## src/rtl/uart_pkg.sv

```systemverilog
// Shared definitions for the UART transmit arbiter: default byte width,
// arbiter state encoding and a constant-evaluable clog2 helper.
package uart_pkg;

    localparam int D_BIT_DEF = 8;

    typedef enum logic [0:0] {
        IDLE = 1'b0,
        OWN  = 1'b1
    } arb_state_e;

    // Plain-vector state constants for modules that keep state as logic.
    localparam logic [0:0] ST_IDLE = IDLE;
    localparam logic [0:0] ST_OWN  = OWN;

    // Ceiling log2 with a floor of 1 so that every index/counter has a bit.
    function automatic int clog2(input int value);
        int result;
        result = 0;
        while ((1 << result) < value) begin
            result = result + 1;
        end
        if (result < 1) begin
            result = 1;
        end
        return result;
    endfunction

endpackage

```

## src/rtl/uart_rr_picker.sv

```systemverilog
// Combinational round-robin picker: returns the first asserted request
// found when scanning ptr, ptr+1, ... modulo N_REQ.
module uart_rr_picker
    import uart_pkg::*;
#(
    parameter int N_REQ = 2,
    parameter int IDX_W = clog2(N_REQ)
) (
    input  logic [N_REQ-1:0] req,
    input  logic [IDX_W-1:0] ptr,
    output logic [IDX_W-1:0] winner,
    output logic             found
);

    logic [IDX_W:0]   sum_w  [N_REQ];
    logic [IDX_W-1:0] cand_w [N_REQ];
    logic [N_REQ-1:0] hit_w;

    // Candidate gi is the requester visited at scan step gi.
    generate
        for (genvar gi = 0; gi < N_REQ; gi++) begin : g_cand
            assign sum_w[gi]  = {1'b0, ptr} + (IDX_W + 1)'(gi);
            assign cand_w[gi] = (sum_w[gi] >= (IDX_W + 1)'(N_REQ))
                              ? IDX_W'(sum_w[gi] - (IDX_W + 1)'(N_REQ))
                              : sum_w[gi][IDX_W-1:0];
            assign hit_w[gi]  = req[cand_w[gi]];
        end
    endgenerate

    // Walk from the last scan step down so the earliest step wins.
    always_comb begin
        winner = '0;
        found  = 1'b0;
        for (int i = N_REQ - 1; i >= 0; i--) begin
            if (hit_w[i]) begin
                winner = cand_w[i];
                found  = 1'b1;
            end
        end
    end

endmodule

```

## src/rtl/uart_tx_arbiter.sv

```systemverilog
// Packet-locked round-robin arbiter sharing one UART tx FIFO write port.
// Define UART_TX_ARB_PRIO_EN to give requester 0 fixed priority at arbitration.
module uart_tx_arbiter
    import uart_pkg::*;
#(
    parameter int N_REQ   = 2,
    parameter int D_BIT   = D_BIT_DEF,
    parameter int TIMEOUT = 16
) (
    input  logic                   clk,
    input  logic                   reset,
    input  logic [N_REQ-1:0]       req,
    input  logic [N_REQ*D_BIT-1:0] req_data,
    input  logic [N_REQ-1:0]       req_last,
    output logic [N_REQ-1:0]       ack,
    output logic [N_REQ-1:0]       grant,
    input  logic                   tx_full,
    output logic [D_BIT-1:0]       w_data,
    output logic                   wr
);

    localparam int IDX_W = clog2(N_REQ);
    localparam int CNT_W = clog2(TIMEOUT);
    localparam logic [IDX_W-1:0] LAST_IDX = IDX_W'(N_REQ - 1);
    localparam logic [CNT_W-1:0] CNT_MAX  = CNT_W'(TIMEOUT - 1);

    logic [0:0]       state_q, state_d;
    logic [IDX_W-1:0] owner_q, owner_d;
    logic [IDX_W-1:0] ptr_q, ptr_d;
    logic [CNT_W-1:0] idle_cnt_q, idle_cnt_d;
    logic [N_REQ-1:0] grant_q, grant_d;

    logic [D_BIT-1:0] slice_w [N_REQ];
    logic [IDX_W-1:0] pick_idx_w;
    logic             pick_found_w;
    logic [IDX_W-1:0] win_idx_w;
    logic [N_REQ-1:0] win_onehot_w;
    logic [IDX_W-1:0] owner_inc_w;

    generate
        for (genvar gi = 0; gi < N_REQ; gi++) begin : g_slice
            assign slice_w[gi] = req_data[gi*D_BIT +: D_BIT];
        end
    endgenerate

    uart_rr_picker #(
        .N_REQ (N_REQ),
        .IDX_W (IDX_W)
    ) u_picker (
        .req    (req),
        .ptr    (ptr_q),
        .winner (pick_idx_w),
        .found  (pick_found_w)
    );

`ifdef UART_TX_ARB_PRIO_EN
    // Requester 0 jumps the queue, but only when nobody owns the port.
    assign win_idx_w = req[0] ? '0 : pick_idx_w;
`else
    assign win_idx_w = pick_idx_w;
`endif

    assign win_onehot_w = {{(N_REQ - 1){1'b0}}, 1'b1} << win_idx_w;
    assign owner_inc_w  = (owner_q == LAST_IDX) ? '0 : owner_q + 1'b1;
    assign grant        = grant_q;

    always_comb begin
        state_d    = state_q;
        owner_d    = owner_q;
        ptr_d      = ptr_q;
        idle_cnt_d = idle_cnt_q;
        grant_d    = grant_q;
        wr         = 1'b0;
        ack        = '0;
        w_data     = '0;

        case (state_q)
            ST_IDLE: begin
                if (pick_found_w) begin
                    owner_d    = win_idx_w;
                    grant_d    = win_onehot_w;
                    idle_cnt_d = '0;
                    state_d    = ST_OWN;
                end
            end
            default: begin
                w_data       = slice_w[owner_q];
                wr           = req[owner_q] & ~tx_full;
                ack[owner_q] = wr;
                if (wr) begin
                    idle_cnt_d = '0;
                    if (req_last[owner_q]) begin
                        state_d = ST_IDLE;
                        grant_d = '0;
                        ptr_d   = owner_inc_w;
                    end
                end else if (!req[owner_q]) begin
                    // A stalled owner (full FIFO) keeps its count frozen.
                    if (idle_cnt_q == CNT_MAX) begin
                        idle_cnt_d = '0;
                        state_d    = ST_IDLE;
                        grant_d    = '0;
                        ptr_d      = owner_inc_w;
                    end else begin
                        idle_cnt_d = idle_cnt_q + 1'b1;
                    end
                end
            end
        endcase
    end

    always_ff @(posedge clk or posedge reset) begin
        if (reset) begin
            state_q    <= ST_IDLE;
            owner_q    <= '0;
            ptr_q      <= '0;
            idle_cnt_q <= '0;
            grant_q    <= '0;
        end else begin
            state_q    <= state_d;
            owner_q    <= owner_d;
            ptr_q      <= ptr_d;
            idle_cnt_q <= idle_cnt_d;
            grant_q    <= grant_d;
        end
    end

endmodule

```

## config.mk

```make
export PLATFORM = sky130hd
export DESIGN_NAME = uart_tx_arbiter
export DESIGN_NICKNAME = d
export VERILOG_FILES = /design/src/rtl/uart_pkg.sv /design/src/rtl/uart_rr_picker.sv /design/src/rtl/uart_tx_arbiter.sv
export SDC_FILE = /design/constraint.sdc
export NUM_CORES = 1
export LEC_CHECK = 0
export ABC_AREA = 1
export BUFFER_PORTS_ARGS = -buffer_cell sky130_fd_sc_hd__clkbuf_2
export CAP_MARGIN = 20
export CORE_UTILIZATION = 47
export DETAILED_ROUTE_END_ITERATION = 12
export PLACE_DENSITY = 0.82
export SLEW_MARGIN = 20
export SYNTH_ARGS = -nofsm -noshare
export SYNTH_HDL_FRONTEND = slang
export SYNTH_SLANG_ARGS = --single-unit
```

## constraint.sdc

```tcl
create_clock -name clk -period 2.8 [get_ports clk]
set_input_delay 0.84 -clock clk [delete_from_list [all_inputs] [get_ports clk]]
set_output_delay 0.84 -clock clk [all_outputs]
set_load 0.02 [all_outputs]
```

## Word-level counts from Yosys, hierarchy flattened

Index checks and enable logic that the tools add are counted.
W data, S select, Z words.

| operators by class | value |
|---|---|
| add/subtract/negate cells | 5 |
| magnitude comparators | 7 |
| eq/ne operators | 6 |
| shift operators | 1 |
| muxes and demuxes | 44 |
| bitwise gates (word level) | 5 |
| reduce and logical (&&, ||, !) cells | 7 |

Operator list:

| operator | count |
|---|---|
| $mux W8 | 4 |
| $mux W1 | 27 |
| $mux W4 | 5 |
| $mux W2 | 7 |
| $reduce_and A4 Y1 | 2 |
| $lt A1 B2 Y1 const B | 3 |
| $ne A3 B2 Y1 const B | 2 |
| $add A4 B1 Y4 const B | 1 |
| $eq A4 B4 Y1 const B | 1 |
| $ge A2 B2 Y1 const B | 2 |
| $ne A2 B1 Y1 const B | 2 |
| $reduce_and A2 Y1 | 2 |
| $reduce_bool A2 Y1 | 2 |
| $ne A3 B1 Y1 const B | 1 |
| $add A1 B1 Y2 const B | 1 |
| $and A2 B2 Y2 | 1 |
| $ge A1 B2 Y1 const B | 1 |
| $not A1 Y1 | 2 |
| $not A1 Y2 | 1 |
| $shl A1 B1 Y2 const A | 1 |
| $sub A1 B1 Y1 const B | 2 |
| $add A1 B1 Y1 const B | 1 |
| $and A1 B1 Y1 | 1 |
| $demux W1 S1 | 1 |
| other kinds (2) | 2 |

| word-level totals | value |
|---|---|
| bits in registers | 9 |
| input bits | 23 |
| output and inout bits | 13 |
| word-level logic and storage cells | 80 |

## Longest topological paths before layout

| logic depth | value |
|---|---|
| depth in word-level cells | 10 |
| mapped depth | 9 |
| depth with buffers taken out | 9 |

## By module

From an unflattened synthesis, not the netlist that was laid out.

| second synthesis, totals | value |
|---|---|
| cell total of the unflattened synthesis | 108 |
| area, all modules | 723.2 µm² |

Modules (own cells, without submodules):

| module | instances | cells an instance | area each (µm²) | sequential area each (µm²) |
|---|---|---|---|---|
| uart_tx_arbiter | 1 | 104 | 704.4 | 225.2 |
| uart_rr_picker | 1 | 4 | 18.8 | 0.0 |

## Least setup slack after synthesis

OpenSTA, ideal clock, no wires.

| timing | value |
|---|---|
| path kind | input -> output |
| from | input port req[1] |
| to | output port ack[0] |
| data arrival time | 1.533 ns |
| required time | 1.960 ns |
| slack | 0.427 ns |
| stages | 4 |
| path buffers | 0 |
| cell sequence | nand2_2 > nand2_4 > nand2_4 > nor3_1 |

| between the ends | value |
|---|---|
| longest elaborated chain between the ends | 5 |

RTL lines:

| element | line | text |
|---|---|---|
| start, declared | uart_tx_arbiter.sv:12 | `input logic [N_REQ-1:0] req,` |
| $mux W1 (implied by the code) (2 in a row) | uart_tx_arbiter.sv:88 | `wr = req[owner_q] & ~tx_full;` |
| $and A1 B1 Y1 | uart_tx_arbiter.sv:88 |  |
| $and A2 B2 Y2 (no line) | n/a |  |
| $mux W2 | uart_tx_arbiter.sv:77 | `case (state_q)` |
| end, declared | uart_tx_arbiter.sv:15 | `output logic [N_REQ-1:0] ack,` |

Every way passes these cells. The select of a mux whose other input is x is not followed.

## Worst setup path in the final report

| timing | value |
|---|---|
| from | register owner_q |
| to | output port ack[1] |

| between the ends | value |
|---|---|
| longest elaborated chain between the ends | 6 |
| elaborated cells between the ends (all ways) | 10 |
| classes of those cells | order compare (2); mux (5); bitwise (2); reduce/logical (1) |

RTL lines:

| element | line | text |
|---|---|---|
| start, declared | uart_tx_arbiter.sv:28 | `logic [IDX_W-1:0] owner_q, owner_d;` |
| start signal, assigned | uart_tx_arbiter.sv:121 | `owner_q <= owner_d;` |
| $lt A1 B2 Y1 (implied by the code) / $ge A1 B1 Y1 (equally long branches) | uart_tx_arbiter.sv:89 | `ack[owner_q] = wr;` |
| $logic_and A1 B1 Y1 (implied by the code) | uart_tx_arbiter.sv:89 |  |
| $mux W1 (implied by the code) | uart_tx_arbiter.sv:89 |  |
| $demux W1 S1 | uart_tx_arbiter.sv:89 |  |
| $and A2 B2 Y2 (no line) * | n/a |  |
| $mux W2 * | uart_tx_arbiter.sv:77 |  |

Mark *: on every way between the ends. The rest lies on a longest branch, timed or not. The select of a mux whose other input is x is not followed.

==> flow_summary_export.csv <==
group,metric,value,unit
layout,nets,165,
sta,hold_slack,492,ps
worst_setup_path,path_class,"flip-flop to primary output",
clocking,htreeDepth,1,
placed_design,place_congestion,0.818,
power_and_ir_drop,p_seq_frac,0.284,
route,wl_per_cell,10.9,µm
yosys,yosysTopAreaCellShare,0.317,
worst_setup_path,critPathMaxStageDelay,500,ps
grt,grt_max_degree,16,
min_path,hold_path.class,"flip-flop to flip-flop",
route,firstDrtPassIters,4,
layout,mostFrequentLayoutCell,"clkbuf_2",
power_and_ir_drop,powerDensity,1010,nW/µm²
sta,worst_pin_slew,480,ps
grt,antenna_found_initial,0,
yosys,syn_area_per_cell,6.83,µm²
sta,finalHoldViolations,0,
placed_design,dp_hpwl,1370,µm
power_and_ir_drop,p_leak,0.552,nW
clocking,holdBufCountCts,0,
power_and_ir_drop,p_int,0.427,mW
die,ios,36,
grt,grt-ovfl-total,0,
clocking,insertion_delay,270,ps
die,coreArea,1350,µm²
worst_setup_path,cp_slowest_cell,"dfrtp_1",
clocking,cts_buffer_depth,2,
yosys,synth_seq_cells,9,
die,die_y,40.9,µm
worst_setup_path,worst_path_most_repeated_cell,"nand2_4",
sta,rsz0062_at_grt,"false",
yosys,yosysWarnings,0,
worst_setup_path,cp-end-kind,"primary output",
power_and_ir_drop,power_frac_clock,0.113,
yosys,synth.largest_area_cell,"dfrtp_1",
worst_setup_path,path_buf_inv,2,
worst_setup_path,critPathRequiredTime,1960,ps
worst_setup_path,crit_fanout,13,
layout,stdcell_count,155,
power_and_ir_drop,switching_power,0.501,mW
power_and_ir_drop,swShare,0.540,
clocking,tritoncts,"done",
worst_setup_path,cp_cell_sequence,"inv_2, nand2_2, nand2_4, nand2_4, nor3_1, clkbuf_2",
placed_design,place_inst,151,
die,num_rows,13,
sta,relSlewSlack,0.680,
power_and_ir_drop,ir_worst_vdd,0.574,mV
route,via_count,758,
placed_design,placed_cell_area,888,µm²
route,wl,1690,µm
power_and_ir_drop,power.total,0.928,mW
yosys,synth_nets,128,
flow_run,cap_violations,0,
route,drt_iter0_markers,19,
worst_setup_path,critPathTopFamily,"flip-flops",
sta,setup_violations,0,
sta,fmax,403,MHz
layout,final_cell_mix,"35 x clkbuf_2, 25 x nand2_1, 20 x nor2_1, 10 x o21ai_0, 9 x dfrtp_1",
sta,finClkSkew,4.81,ps
sta,min_period_over_period,0.887,
sta,timing.setup.tns,0,ps
die,die_w,40.9,µm
yosys,synth.area.top_cells,"dfrtp_1 32%, nand2_1 13%, nor2_1 11%",
clocking,root_buffer,"clkbuf_4",
clocking,cts_setup_buffers,0,
sta,drv_slew,0,
clocking,clkTransAtPathRegs,70,ps
worst_setup_path,startpoint_type,"flip-flop",
grt,grt_pass1_vias,698,
yosys,yosysSeqAreaShare,0.317,
yosys,synth_cell_types,21,
clocking,cts_resized,0,
sta,fin_crit,2480,ps
die,start_util,0.526,
power_and_ir_drop,pwr-share-comb,0.602,
die,die_area,1670,µm²
clocking,cts-buffers-inserted,3,
layout,syn2layout_area_growth,28.7,%
layout,diodes,0,
grt,grt_first_pass_wirelength,2730,µm
placed_design,port_buffers,35,
yosys,syn_area,711,µm²
worst_setup_path,arrival,1640,ps
route,vias_per_cell,4.89,
layout,stdcell_area,915,µm²
status,status,"finished, final reports clean",
grt,grt_usage,0.247,
route,drt.antenna.violating_nets,0,
clocking,cts.sinks,9,
route,drc,0,
layout,drive_above_1_share,0.386,
yosys,synthCells,104,
registers in the layout, summed over array words and instances, names as in the netlist:
signal and cells:
grant 2, idle_cnt_q 4, owner_q 1, ptr_q 1, state_q 1
metrics by stage:
stage	utilization	setup WS (ps)
after CTS	0.677	311
after floorplan	-	427
after global placement	0.658	376
final	0.677	317
after detailed placement	0.658	345
after global routing	0.677	150
cells in the mapped netlist:
master and instances:
inv_2 2, buf_2 1, buf_4 1, nand2_2 4, o21ai_0 10, dfrtp_1 9
nor2_1 20, nand3_1 6, o21ai_4 1, nand2_4 5, nor3_1 2, nand4_1 3
ha_1 1, xor2_1 1, nor3_2 1, clkbuf_1 1, nand2_1 25, inv_1 8
inv_4 1, nand3_2 1, o21ai_2 1
worst paths after layout:
| path | from | end | slack, ps | cells after the start |
|---|---|---|---|---|
| min | grant[1] | grant[1] | 490 | 2 |
| max reg2reg | owner_q | grant[0] | 1340 | 9 |
| min reg2reg | grant[1] | grant[1] | 490 | 2 |
| max | owner_q | ack[1] | 320 | 6 |
| min in group asynchronous | reset | grant[1] | 500 | 2 |
| max in group asynchronous | reset | idle_cnt_q[3] | 2040 | 2 |
per-layer routing:
metal,part of all wire,track usage,vias to the layer above
li1,-,-,402
met1,0.45,0.295,337
met2,0.50,0.434,17
met3,0.041,0.0598,2
met4,0.0059,0.0667,0
met5,0,0,-
cells by family after synthesis:
kind of cell,count (synthesis),share of synthesized area
xor+xnor,1,0.0123
buf+inv,14,0.0845
compound gates,12,0.106
flops,9,0.317
simple gates,67,0.463
fa+ha+maj,1,0.0176
final cells by class:
| cell class | instances | area [µm²] |
|---|---|---|
| Sequential cell | 9 | 225 |
| Fill cell | 124 | 435 |
| Clock buffer | 4 | 26.3 |
| Timing Repair Buffer | 35 | 175 |
| Multi-Input combinational cell | 81 | 425 |
| Inverter | 11 | 43.8 |
| Tap cell | 15 | 18.8 |
power by group through the flow:
stage               combinational, mW  clock (mW)  sequential (mW)
finish                          0.559       0.105            0.264
global route                    0.628       0.109            0.277
CTS                             0.564       0.107            0.263
detailed placement              0.563           0            0.265
global placement                0.549           0            0.263
floorplan                       0.433           0            0.245
tightest hold or removal path, delay by kind of cell, from the launching register on:
kind / cells / cell delay [ps]
flip-flops: 1 / 350
AND/OR/NAND/NOR: 2 / 110
No activity file was read; power rests on OpenSTA's default activity.
